## config.mk

```make
export PLATFORM = sky130hd
export DESIGN_NAME = mem_arbiter_flat
export DESIGN_NICKNAME = d
export VERILOG_FILES = /design/src/rtl/mem_arbiter_if.sv /design/src/rtl/mem_arbiter.sv /design/src/flat_wrapper.sv
export SDC_FILE = /design/constraint.sdc
export NUM_CORES = 1
export LEC_CHECK = 0
export ABC_CLOCK_PERIOD_IN_PS = 2630
export CAP_MARGIN = 20
export CORE_ASPECT_RATIO = 1.5
export CORE_MARGIN = 4
export CORE_UTILIZATION = 41
export DETAILED_ROUTE_END_ITERATION = 6
export PLACE_DENSITY = 0.8
export SKIP_LAST_GASP = 1
export SYNTH_ARGS = -nofsm -noshare
export SYNTH_HDL_FRONTEND = slang
export SYNTH_SLANG_ARGS = --single-unit
```

## constraint.sdc

```tcl
create_clock -name clk -period 2.63 [get_ports clk]
set_input_delay 0.526 -clock clk [delete_from_list [all_inputs] [get_ports clk]]
set_output_delay 0.526 -clock clk [all_outputs]
set_load 0.01 [all_outputs]
```

## src/rtl/mem_arbiter_if.sv

```systemverilog
`default_nettype none
// ============================================================================
// Module      : mem_arbiter_if
// Description : Bundle of the fetch port, load/store port and single-port
//               memory signals that surround the mem_arbiter.
// Revision    : 1.0  initial release
// ============================================================================
interface mem_arbiter_if #(
    parameter int N = 32
);
    // fetch port
    logic           i_req;
    logic [N-1:0]   i_adr;
    logic           i_ack;
    logic [N-1:0]   i_rdata;
    // load/store port
    logic           d_req;
    logic [1:0]     d_we;
    logic [N-1:0]   d_adr;
    logic [N-1:0]   d_wdata;
    logic           d_ack;
    logic [N-1:0]   d_rdata;
    logic           d_err;
    // memory side
    logic [1:0]     memwrite;
    logic [N-1:0]   dataadr;
    logic [N-1:0]   writedata;
    logic [N-1:0]   readdata;
    // status
    logic           busy;

    // arbiter side
    modport slave (
        input  i_req, i_adr, d_req, d_we, d_adr, d_wdata, readdata,
        output i_ack, i_rdata, d_ack, d_rdata, d_err,
               memwrite, dataadr, writedata, busy
    );

    // requesters and memory side
    modport master (
        output i_req, i_adr, d_req, d_we, d_adr, d_wdata, readdata,
        input  i_ack, i_rdata, d_ack, d_rdata, d_err,
               memwrite, dataadr, writedata, busy
    );
endinterface
`default_nettype wire

```

## src/rtl/mem_arbiter.sv

```systemverilog
`default_nettype none
// ============================================================================
// Module      : mem_arbiter
// Description : Shares one single-port data memory between the instruction
//               fetch port and the load/store port. Each transaction takes
//               IDLE -> ACCESS -> RESP (3 cycles). Contention is resolved by
//               anti-starvation counters, then fixed data priority or
//               round-robin. Misaligned stores are suppressed and flagged.
// Revision    : 1.0  initial release
// ============================================================================
module mem_arbiter #(
    parameter int N       = 32,
    parameter int DPRIO   = 0,
    parameter int MAXWAIT = 3
) (
    input  logic          clk,
    input  logic          reset_n,
    mem_arbiter_if.slave  bus
);

    localparam logic [1:0] S_IDLE   = 2'd0;
    localparam logic [1:0] S_ACCESS = 2'd1;
    localparam logic [1:0] S_RESP   = 2'd2;

    localparam logic [3:0] C_MAXWAIT = 4'(MAXWAIT);
    localparam logic [3:0] C_WAITSAT = 4'hF;

    localparam logic P_FETCH = 1'b0;
    localparam logic P_DATA  = 1'b1;

    logic [1:0]   state_q, state_d;
    logic         owner_q;            // port owning the current transaction
    logic         rr_q;               // port that wins the next plain tie
    logic [3:0]   iwait_q, dwait_q;   // lost arbitrations per port
    logic [N-1:0] adr_q;
    logic [1:0]   we_q;
    logic [N-1:0] wdata_q;
    logic         misalign_q;
    logic [N-1:0] i_rdata_q, d_rdata_q;

    logic         w_any_req;
    logic         w_both_req;
    logic         w_grant;
    logic         w_misalign;

    assign w_any_req  = bus.i_req | bus.d_req;
    assign w_both_req = bus.i_req & bus.d_req;

    // Word stores need a word-aligned address, half stores a half-aligned one.
    assign w_misalign = ((bus.d_we == 2'd1) && (bus.d_adr[1:0] != 2'b00)) ||
                        ((bus.d_we == 2'd3) && bus.d_adr[0]);

    // Pick the port to grant: starving port first (fetch on a double stall),
    // then fixed data priority or the round-robin pointer.
    always_comb begin
        w_grant = P_FETCH;
        if (w_both_req) begin
            if (iwait_q == C_MAXWAIT)
                w_grant = P_FETCH;
            else if (dwait_q == C_MAXWAIT)
                w_grant = P_DATA;
            else if (DPRIO != 0)
                w_grant = P_DATA;
            else
                w_grant = rr_q;
        end else begin
            w_grant = bus.d_req ? P_DATA : P_FETCH;
        end
    end

    // State register; reset drops any transaction in flight.
    always_ff @(posedge clk or negedge reset_n) begin
        if (!reset_n)
            state_q <= S_IDLE;
        else
            state_q <= state_d;
    end

    // Fixed three-step sequence once a request is seen in IDLE.
    always_comb begin
        state_d = S_IDLE;
        case (state_q)
            S_IDLE:   state_d = w_any_req ? S_ACCESS : S_IDLE;
            S_ACCESS: state_d = S_RESP;
            S_RESP:   state_d = S_IDLE;
            default:  state_d = S_IDLE;
        endcase
    end

    // Memory strobe during ACCESS, owner's ack/err during RESP.
    always_comb begin
        bus.memwrite = 2'd0;
        bus.i_ack    = 1'b0;
        bus.d_ack    = 1'b0;
        bus.d_err    = 1'b0;
        bus.busy     = (state_q != S_IDLE);
        case (state_q)
            S_ACCESS: begin
                if ((owner_q == P_DATA) && !misalign_q)
                    bus.memwrite = we_q;
            end
            S_RESP: begin
                if (owner_q == P_DATA) begin
                    bus.d_ack = 1'b1;
                    bus.d_err = misalign_q;
                end else begin
                    bus.i_ack = 1'b1;
                end
            end
            default: ;
        endcase
    end

    // Grant bookkeeping in IDLE and read-data capture at the end of ACCESS.
    always_ff @(posedge clk or negedge reset_n) begin
        if (!reset_n) begin
            owner_q    <= P_FETCH;
            rr_q       <= P_FETCH;
            iwait_q    <= 4'd0;
            dwait_q    <= 4'd0;
            adr_q      <= '0;
            we_q       <= 2'd0;
            wdata_q    <= '0;
            misalign_q <= 1'b0;
            i_rdata_q  <= '0;
            d_rdata_q  <= '0;
        end else begin
            case (state_q)
                S_IDLE: begin
                    if (w_any_req) begin
                        owner_q <= w_grant;
                        rr_q    <= ~w_grant;
                        if (w_grant == P_DATA) begin
                            adr_q      <= bus.d_adr;
                            we_q       <= bus.d_we;
                            wdata_q    <= bus.d_wdata;
                            misalign_q <= w_misalign;
                            dwait_q    <= 4'd0;
                            if (w_both_req)
                                iwait_q <= (iwait_q == C_WAITSAT) ? iwait_q : iwait_q + 4'd1;
                        end else begin
                            adr_q      <= bus.i_adr;
                            we_q       <= 2'd0;
                            wdata_q    <= '0;
                            misalign_q <= 1'b0;
                            iwait_q    <= 4'd0;
                            if (w_both_req)
                                dwait_q <= (dwait_q == C_WAITSAT) ? dwait_q : dwait_q + 4'd1;
                        end
                    end
                end
                S_ACCESS: begin
                    // Stores capture too, giving the pre-write word.
                    if (owner_q == P_DATA)
                        d_rdata_q <= bus.readdata;
                    else
                        i_rdata_q <= bus.readdata;
                end
                default: ;
            endcase
        end
    end

    assign bus.dataadr   = adr_q;
    assign bus.writedata = wdata_q;
    assign bus.i_rdata   = i_rdata_q;
    assign bus.d_rdata   = d_rdata_q;

endmodule
`default_nettype wire
```

## src/flat_wrapper.sv

```systemverilog
// flat-port wrapper written by rule: the top's interface ports become plain ports
module mem_arbiter_flat 
#(
    parameter int N       = 32,
    parameter int DPRIO   = 0,
    parameter int MAXWAIT = 3
)
  (clk, reset_n, bus_i_req, bus_i_adr, bus_d_req, bus_d_we, bus_d_adr, bus_d_wdata, bus_readdata, bus_i_ack, bus_i_rdata, bus_d_ack, bus_d_rdata, bus_d_err, bus_memwrite, bus_dataadr, bus_writedata, bus_busy);
  mem_arbiter_if #(.N(N)) bus_i ();
  input  logic clk;
  input  logic reset_n;
  input wire logic [$bits(bus_i.i_req)-1:0] bus_i_req;
  input wire logic [$bits(bus_i.i_adr)-1:0] bus_i_adr;
  input wire logic [$bits(bus_i.d_req)-1:0] bus_d_req;
  input wire logic [$bits(bus_i.d_we)-1:0] bus_d_we;
  input wire logic [$bits(bus_i.d_adr)-1:0] bus_d_adr;
  input wire logic [$bits(bus_i.d_wdata)-1:0] bus_d_wdata;
  input wire logic [$bits(bus_i.readdata)-1:0] bus_readdata;
  output wire logic [$bits(bus_i.i_ack)-1:0] bus_i_ack;
  output wire logic [$bits(bus_i.i_rdata)-1:0] bus_i_rdata;
  output wire logic [$bits(bus_i.d_ack)-1:0] bus_d_ack;
  output wire logic [$bits(bus_i.d_rdata)-1:0] bus_d_rdata;
  output wire logic [$bits(bus_i.d_err)-1:0] bus_d_err;
  output wire logic [$bits(bus_i.memwrite)-1:0] bus_memwrite;
  output wire logic [$bits(bus_i.dataadr)-1:0] bus_dataadr;
  output wire logic [$bits(bus_i.writedata)-1:0] bus_writedata;
  output wire logic [$bits(bus_i.busy)-1:0] bus_busy;
  assign bus_i.i_req = bus_i_req;
  assign bus_i.i_adr = bus_i_adr;
  assign bus_i.d_req = bus_d_req;
  assign bus_i.d_we = bus_d_we;
  assign bus_i.d_adr = bus_d_adr;
  assign bus_i.d_wdata = bus_d_wdata;
  assign bus_i.readdata = bus_readdata;
  assign bus_i_ack = bus_i.i_ack;
  assign bus_i_rdata = bus_i.i_rdata;
  assign bus_d_ack = bus_i.d_ack;
  assign bus_d_rdata = bus_i.d_rdata;
  assign bus_d_err = bus_i.d_err;
  assign bus_memwrite = bus_i.memwrite;
  assign bus_dataadr = bus_i.dataadr;
  assign bus_writedata = bus_i.writedata;
  assign bus_busy = bus_i.busy;
  mem_arbiter #(.N(N), .DPRIO(DPRIO), .MAXWAIT(MAXWAIT)) u_core (.clk(clk), .reset_n(reset_n), .bus(bus_i));
endmodule
```

# After elaboration in Yosys (flattened, before gate mapping)

Index checks and enable logic that the tools add are counted.

Shift operators: 0
Multiplexer cells: 24
Reductions and logical operators: 14
Add/sub/neg operators: 2
Multipliers: 0
Divide/modulo/power cells: 0
Equality and inequality tests: 11
Magnitude comparators: 0
Bitwise logic cells: 4

Operator list:

| kind                | number |
|---|---|
| $mux 32             | 2 |
| $mux 4              | 6 |
| $mux 1              | 12 |
| $add 4x1->4 const B | 2 |
| $eq 4x2->1 const B  | 2 |
| $eq 4x4->1 const B  | 2 |
| $reduce_and 4->1    | 2 |
| $mux 2              | 3 |
| $reduce_and 2->1    | 3 |
| $reduce_bool 2->1   | 3 |
| $eq 2x1->1 const B  | 2 |
| $eq 2x2->1 const B  | 2 |
| $ne 2x1->1 const B  | 2 |
| $pmux 2 s2          | 1 |
| $logic_and 1x1->1   | 3 |
| $logic_not 2->1     | 1 |
| $ne 2x2->1 const B  | 1 |
| $not 1->1           | 2 |
| $and 1x1->1         | 1 |
| $logic_not 1->1     | 1 |
| $logic_or 1x1->1    | 1 |
| $or 1x1->1          | 1 |

Flip-flop bits (word level): 143
Memory bits (writable): 0
Output and inout bits: 134
Memories: 0
ROM bits: 0
Input port bits: 134
Logic and storage cells: 66
Latch bits: 0

# Longest topological paths before layout

Gate-level depths: netlist of run 1.

Depth in word-level cells: 6
Depth in mapped cells: 8
Depth with buffers taken out: 5

# Worst setup path before layout of run 1

OpenSTA, ideal clock, no wires.

Path kind: register -> register
Start point: register u_core.dwait_q[0]
End point: register u_core.wdata_q[23], in the netlist u_core.bus.writedata[23]
Slack: 0.801 ns
Period minus slack after synthesis: 1.829 ns
Arrival: 1.708 ns
Cell stages (with the launch flop): 9
Cell sequence: dfrtp_1 ha_1 nor3b_2 o211a_4 nor2b_4 buf_6 buf_8 buf_8 a22o_1

Cells in the longest elaborated chain, start to end: 5

Ends and longest elaborated chain:

| item                   | RTL line           | source |
|---|---|---|
| start, declared        | mem_arbiter.sv:34  | `logic [3:0] iwait_q, dwait_q;` |
| start signal, assigned | mem_arbiter.sv:148 | `dwait_q <= (dwait_q == C_WAITSAT) ? dwait_q : dwait_q + 4'd1;` |
| $eq 4x2->1             | mem_arbiter.sv:60  | `else if (dwait_q == C_MAXWAIT)` |
| $mux 1                 | mem_arbiter.sv:60  |  |
| $mux 1                 | mem_arbiter.sv:58  | `if (iwait_q == C_MAXWAIT)` |
| $mux 1                 | mem_arbiter.sv:57  | `if (w_both_req) begin` |
| $mux 32                | mem_arbiter.sv:133 | `if (w_grant == P_DATA) begin` |
| end signal, assigned   | mem_arbiter.sv:136 | `wdata_q <= bus.d_wdata;` |
| end, declared          | mem_arbiter.sv:37  | `logic [N-1:0] wdata_q;` |

No other way between the ends.
A chain may end at the register's enable or synchronous reset.

# Final worst setup path of run 1

Start point: register u_core.state_q[0]
End point: output port bus_d_err

Cells in the longest elaborated chain, start to end: 2

Ends and longest elaborated chain:

| item                   | RTL line           | source |
|---|---|---|
| start, declared        | mem_arbiter.sv:31  | `logic [1:0] state_q, state_d;` |
| start signal, assigned | mem_arbiter.sv:76  | `state_q <= state_d;` |
| $eq 2x2->1             | mem_arbiter.sv:97  | `case (state_q)` |
| $mux 1                 | mem_arbiter.sv:97  |  |
| end, declared          | flat_wrapper.sv:23 | `output wire logic [$bits(bus_i.d_err)-1:0] bus_d_err;` |

No other way between the ends.

==> metrics, run 1 <==
outcome finished clean; dominant cells by area after synthesis dfrtp_1, mux2_2, a221o_1, a22o_1, and3_1; final worst slack 345.7 ps; die height 152.6 um; Layout Skew 12.49 ps; Worst Setup SP u_core.state_q[0]; CP Class flop to primary output; Worst R2R End u_core.misalign_q; startpoint types flop; RSZ-0062 raised after global routing no; Worst Hold Class input port to asynchronous set/reset pin; CTS tree yes; DRC 0; synth-to-layout area growth 59.36%; routed vias/inst 5.435; worst-case clock buffer depth 2; setup repair bufs after CTS 0; synth warn 0; crit path to bus_d_err; Fmax 437.8 MHz; Netlist cell types 37; MaxCap Viol Count 0; Worst path slowest cell clkdlybuf4s50_1; most common cell after layout, fill and taps aside clkdlybuf4s50_1; Syn Inst Count 394; #FFs+latches synth 143; Net Count, Synth 530; Reg2Reg Depth 6; Final Hold Viols 0; Root Driver clkbuf_16; largest net degree at the start of global routing 71; worst r2r src u_core.dwait_q[1]; worst-path maximum fanout 6; Initial Util 0.4202; WL final 17100 um; area leader, netlist dfrtp_1; # IOs 268; Num CTS Buffers 17; CP peak stage delay 580 ps; total congestion overflow 0; most frequent cells in the layout clkdlybuf4s50_1, dfrtp_1, mux2_2; vias in the first global route 5139; ant diodes 0; Leak 0.004009 uW; Syn Area/Cell 14.50 um^2; Slew Limit Fails 0; drt first pass iters 4; Layout Nets 795; initial antenna violation count 0; Final ANT Viol Nets 0; Placer Congestion 0.7919; core box area 13600 um^2; # clock sinks 143; clock slew at reported path FFs 60 ps; R2R Setup Slk 660 ps; fin crit share 0.8685; row count 52; die width 104.4 um; Crit path required time 2100 ps; input/output buffers 267; setup TNS 0 ps; GRT Total Usage 0.2180; Seq. cell area 3578 um^2; CP Cell Sequence and3b_1 -> and2_1 -> clkdlybuf4s50_1; Peak VDD IR 591.3 uV; Worst slew margin 0.6808; clk_lat worst skew 410 ps; Critical Path Sink Type primary output; sequential share of the synthesized area 0.6262; H-tree depth 4; area of the multi-input gates 1963 um^2; average wire per standard cell 20.50 um; layout cell share with drive strength beyond 1 0.1696; DR vias 4533; Synth top area share 0.6262; Cell Area, Synth 5714 um^2; Power Dens Cells 1255 nW/um^2; Critical Path AT 1760 ps; first-pass GRT wire length 27320 um; Fillers 1001; Tightest Pin Transition 478.8 ps; DRT iter0 DRCs 213; pre-CTS WS 294.3 ps; HPWL after detailed placement 12620 um; Tmin final 2284 ps; total die area 15930 um^2; final setup fails 0
worst min-delay path by stage:
stage	to	slack [ps]	cells after the start
global placement	u_core.bus.i_rdata[17]	470	1
CTS	u_core.bus.i_rdata[0]	60	1
finish	u_core.bus.i_rdata[0]	50	1
global route	u_core.bus.i_rdata[0]	70	1
floorplan	u_core.bus.d_rdata[0]	230	0
detailed placement	u_core.bus.i_rdata[17]	490	1
sequential cells by signal, indices dropped and copies added, names as in the netlist:
name / cells
u_core.bus.d_rdata: 32
u_core.bus.dataadr: 32
u_core.bus.i_rdata: 32
u_core.bus.writedata: 32
u_core.dwait_q: 4
u_core.iwait_q: 4
u_core.state_q: 2
u_core.we_q: 2
u_core.misalign_q: 1
u_core.owner_q: 1
u_core.rr_q: 1
cell families (layout without fill, tap and decap cells):
kind of cell,after synthesis,in the layout,share of synthesized area
AOI/OAI and AO/OA,86,86,0.1327
adders and majority gates,2,2,0.004379
DFF,143,143,0.6262
and+or+nand+nor,64,64,0.07138
muxes,66,66,0.1301
buffers and inverters,33,311,0.03525
report_power, final:
group          total [uW]  switching [uW]  internal [uW]
Clock                2300             954           1350
Combinational        5160            2080           3080
Sequential           3960             670           3290
metal layers:
metal,wire [um],track usage,part of all wire
met1,6231,0.2394,0.36
met2,8827,0.3758,0.52
met3,1467,0.06994,0.086
met4,574,0.1103,0.034
met5,0,0,0
synth_stat cells, drive strengths merged:
master	number
a221o	32
nand3	5
buf	14
mux2	66
a32o	1
and3b	1
nand4bb	1
and2	2
nor2b	3
a22o	36
o211ai	1
nand3b	1
o211a	1
or3b	1
and3	34
nor4bb	1
nor3b	5
inv	4
nand2b	1
ha	2
clkbuf	15
nor2	3
dfrtp	143
nand4	1
a22oi	1
o21ai	5
a21o	2
a21oi	7
nand2	5
stage by stage:
step                      instances  instance area [um^2]  power (uW)    util  hold WS (ps)
after floorplan                 394                  5714        6289       -         230.4
after global placement          802                  8523        8998  0.6268         470.4
after detailed placement        802                  8523        9186  0.6268         488.7
after CTS                       834                  9101       11560  0.6693         58.62
after global routing            834                  9106       12060  0.6697         74.88
final                           834                  9106       11420  0.6697         52.48
area by class of cell:
| cell class | count | area share |
|---|---|---|
| Sequential cell | 143 | 0.3930 |
| Timing Repair Buffer | 275 | 0.3049 |
| Multi-Input combinational cell | 218 | 0.2156 |
| Clock buffer | 19 | 0.04864 |
| Tap cell | 162 | 0.02226 |
| Clock inverter | 13 | 0.01401 |
| Inverter | 4 | 0.001649 |
critical path, delay by kind of cell (launching register included):
kind          cells  cell delay, ps
buf+inv           1             580
flops             1             420
simple gates      2             360
what timing repair did:
action / 4_1_cts / 5_1_grt
cloned: 0 / 0
endpoints found under the setup margin: 1 / 2
gates resized for setup: 2 / 2
hold buffers: 0 / 0
Note: power is estimated with default switching activity, not from simulation.
==> run 2: changes to the inputs <==
--- a/config.mk
+++ b/config.mk
@@ -8,7 +8,6 @@
 export ABC_CLOCK_PERIOD_IN_PS = 2630
 export CAP_MARGIN = 20
 export CORE_ASPECT_RATIO = 1.5
-export CORE_MARGIN = 4
 export CORE_UTILIZATION = 41
 export DETAILED_ROUTE_END_ITERATION = 6
 export PLACE_DENSITY = 0.8
==> run 2 against run 1 <==
  * Clock power decreased by 2%
  * Sequential power hardly changed
  * Register-to-register slack got worse by 370 ps
  * Wire length shrank 4.3%
  * Clock skew shrank 2.6 ps
  * Final area hardly changed
  * The flow now finishes with violations (design-rule violations)
  * Critical path type unchanged
  * Global-route usage increased by 1.4 points
  * Sequential cell count stayed put
  * Non-clock buffer count grew 6
  * Worst hold slack got worse by 30 ps
  * Highest routed layer unchanged
  * Critical path depth unchanged
  * Setup slack worse by 62 ps
==> metrics, run 2 (synthesis gave the netlist of run 1 again) <==
CP bufs+invs 1 (unchanged); CP top delay family buffers and inverters; outcome finished, violations left; worst-path maximum fanout 6 (unchanged); DR vias 4522 (-0.24%); die height 146.6 um (-3.9%); DRT iter0 DRCs 151 (-29%); clk_lat worst skew 410 ps (about the same); worst-case clock buffer depth 2 (unchanged); Tightest Pin Transition 1033 ps (+553.8 ps); CP Cell Sequence and3b_1 -> and2_1 -> clkdlybuf4s50_1; Num CTS Buffers 17 (unchanged); average wire per standard cell 19.45 um (-5.1%); final setup fails 0 (unchanged); CP Class flop to primary output; most frequent cells in the layout clkdlybuf4s50_1, dfrtp_1, mux2_2; Final ANT Viol Nets 0 (unchanged); Critical Path AT 1820 ps (+60 ps); pre-CTS WS -243.3 ps (-537.5 ps); DRC 21 (+21); Placer Congestion 0.7398 (-6.6%); CTS tree yes; vias in the first global route 4770 (-7.2%); Tmin final 2346 ps (+62.19 ps); core box area 13530 um^2 (-0.48%); die width 98.39 um (-5.7%); RSZ-0062 raised after global routing no; largest net degree at the start of global routing 85 (+20%); Worst slew margin 0.3096 (-0.3712); most common cell after layout, fill and taps aside clkdlybuf4s50_1; failing checks design-rule violations; fin crit share 0.8922 (+0.02365); Layout Nets 802 (+0.88%); Leak 0.004007 uW (about the same); CP peak stage delay 560 ps (-20 ps); input/output buffers 267 (unchanged); Peak VDD IR 516.5 uV (-13%); WL final 16360 um (-4.3%); total die area 14420 um^2 (-9.5%); Slew Limit Fails 0 (unchanged); drt first pass iters 7 (+3); routed vias/inst 5.377 (-1.1%); MaxCap Viol Count 0 (unchanged); row count 52 (unchanged); Final Cell Area 9105 um^2 (about the same); initial antenna violation count 0 (unchanged); cell area after placement 8536 um^2 (+0.15%); Critical Path Sink Type primary output; # IOs 268 (unchanged); Layout Utilization 0.6728 (+0.003128); Fmax 426.2 MHz (-2.7%); startpoint types flop; GRT Total Usage 0.2320 (+0.01407); setup TNS 0 ps (unchanged); synth-to-layout area growth 59.34% (about the same); total congestion overflow 0 (unchanged); layout cell share with drive strength beyond 1 0.1738 (+0.004142); Layout Skew 9.857 ps (-2.635 ps); first-pass GRT wire length 25550 um (-6.5%); hold_buf cts 0 (unchanged); setup repair bufs after CTS 0 (unchanged); ant diodes 0 (unchanged); # clock sinks 143 (unchanged); hold slack 22.73 ps (-29.76 ps); Final Hold Viols 0 (unchanged); Power Dens Cells 1243 nW/um^2 (-0.95%); H-tree depth 4 (unchanged); Initial Util 0.4222 (+0.002020); clock slew at reported path FFs 60 ps (about the same); final worst slack 283.5 ps (-62.19 ps); HPWL after detailed placement 11680 um (-7.4%); Worst path slowest cell clkdlybuf4s50_1; Root Driver clkbuf_16; Worst Hold Class input port to asynchronous set/reset pin; Crit path required time 2100 ps (about the same)
-- run 2: path summary, 6_finish.rpt --
path | start | endpoint | slack [ps] | depth (start not counted)
min reg2reg | u_core.bus.d_rdata[8] | u_core.bus.d_rdata[8] | 500 | 1
min in group clk | u_core.bus.d_rdata[8] | u_core.bus.d_rdata[8] | 500 | 1
max reg2reg | u_core.dwait_q[0] | u_core.misalign_q | 290 | 6
max | u_core.state_q[0] | bus_d_err | 280 | 3
max in group asynchronous | reset_n | u_core.bus.d_rdata[29] | 1810 | 2
min | reset_n | u_core.bus.i_rdata[4] | 20 | 1
-- run 2: routing by layer --
metal	up-vias	track usage	part of all wire
met5	-	0	0
met4	0	0.08657	0.022
met1	2217	0.2578	0.37
met3	30	0.07659	0.086
li1	2044	-	-
met2	231	0.4099	0.52
-- run 2: final cells by class --
cell class                 count  area, um^2
fill                        1016        4428
timing repair buffer         281        2793
tap                          162       202.7
clock inverter                12       111.4
multi-input combinational    219        1957
inverter                       4       15.01
sequential                   143        3580
clock buffer                  20       446.7
-- run 2: per-stage QoR --
| stage | power [uW] | std cells |
|---|---|---|
| 5_1_grt | 11890 | 841 |
| 3_3_place_gp | 8889 | 808 |
| 6_report | 11310 | 841 |
| 2_1_floorplan | 6289 | 394 |
| 3_5_place_dp | 9093 | 808 |
| 4_1_cts | 11410 | 841 |
-- run 2: where the power goes --
part / switching, uW / leakage, uW / internal [uW] / total, uW
Combinational: 2060 / 0.00197 / 3050 / 5110
Sequential: 665 / 0.00177 / 3300 / 3960
Clock: 914 / 0.000267 / 1330 / 2250
-- run 2: timing repair --
item	4_1_cts	5_1_grt
endpoints found under the setup margin	2	1
gates cloned	1	0
resized for setup	1	2
-- run 2: worst register-to-register path, delay by kind of cell (launching register included) --
kind | cells | cell delay, ps
buf+inv | 1 | 420
compound gates | 2 | 460
flops | 1 | 390
fa+ha+maj | 1 | 230
simple gates | 2 | 780
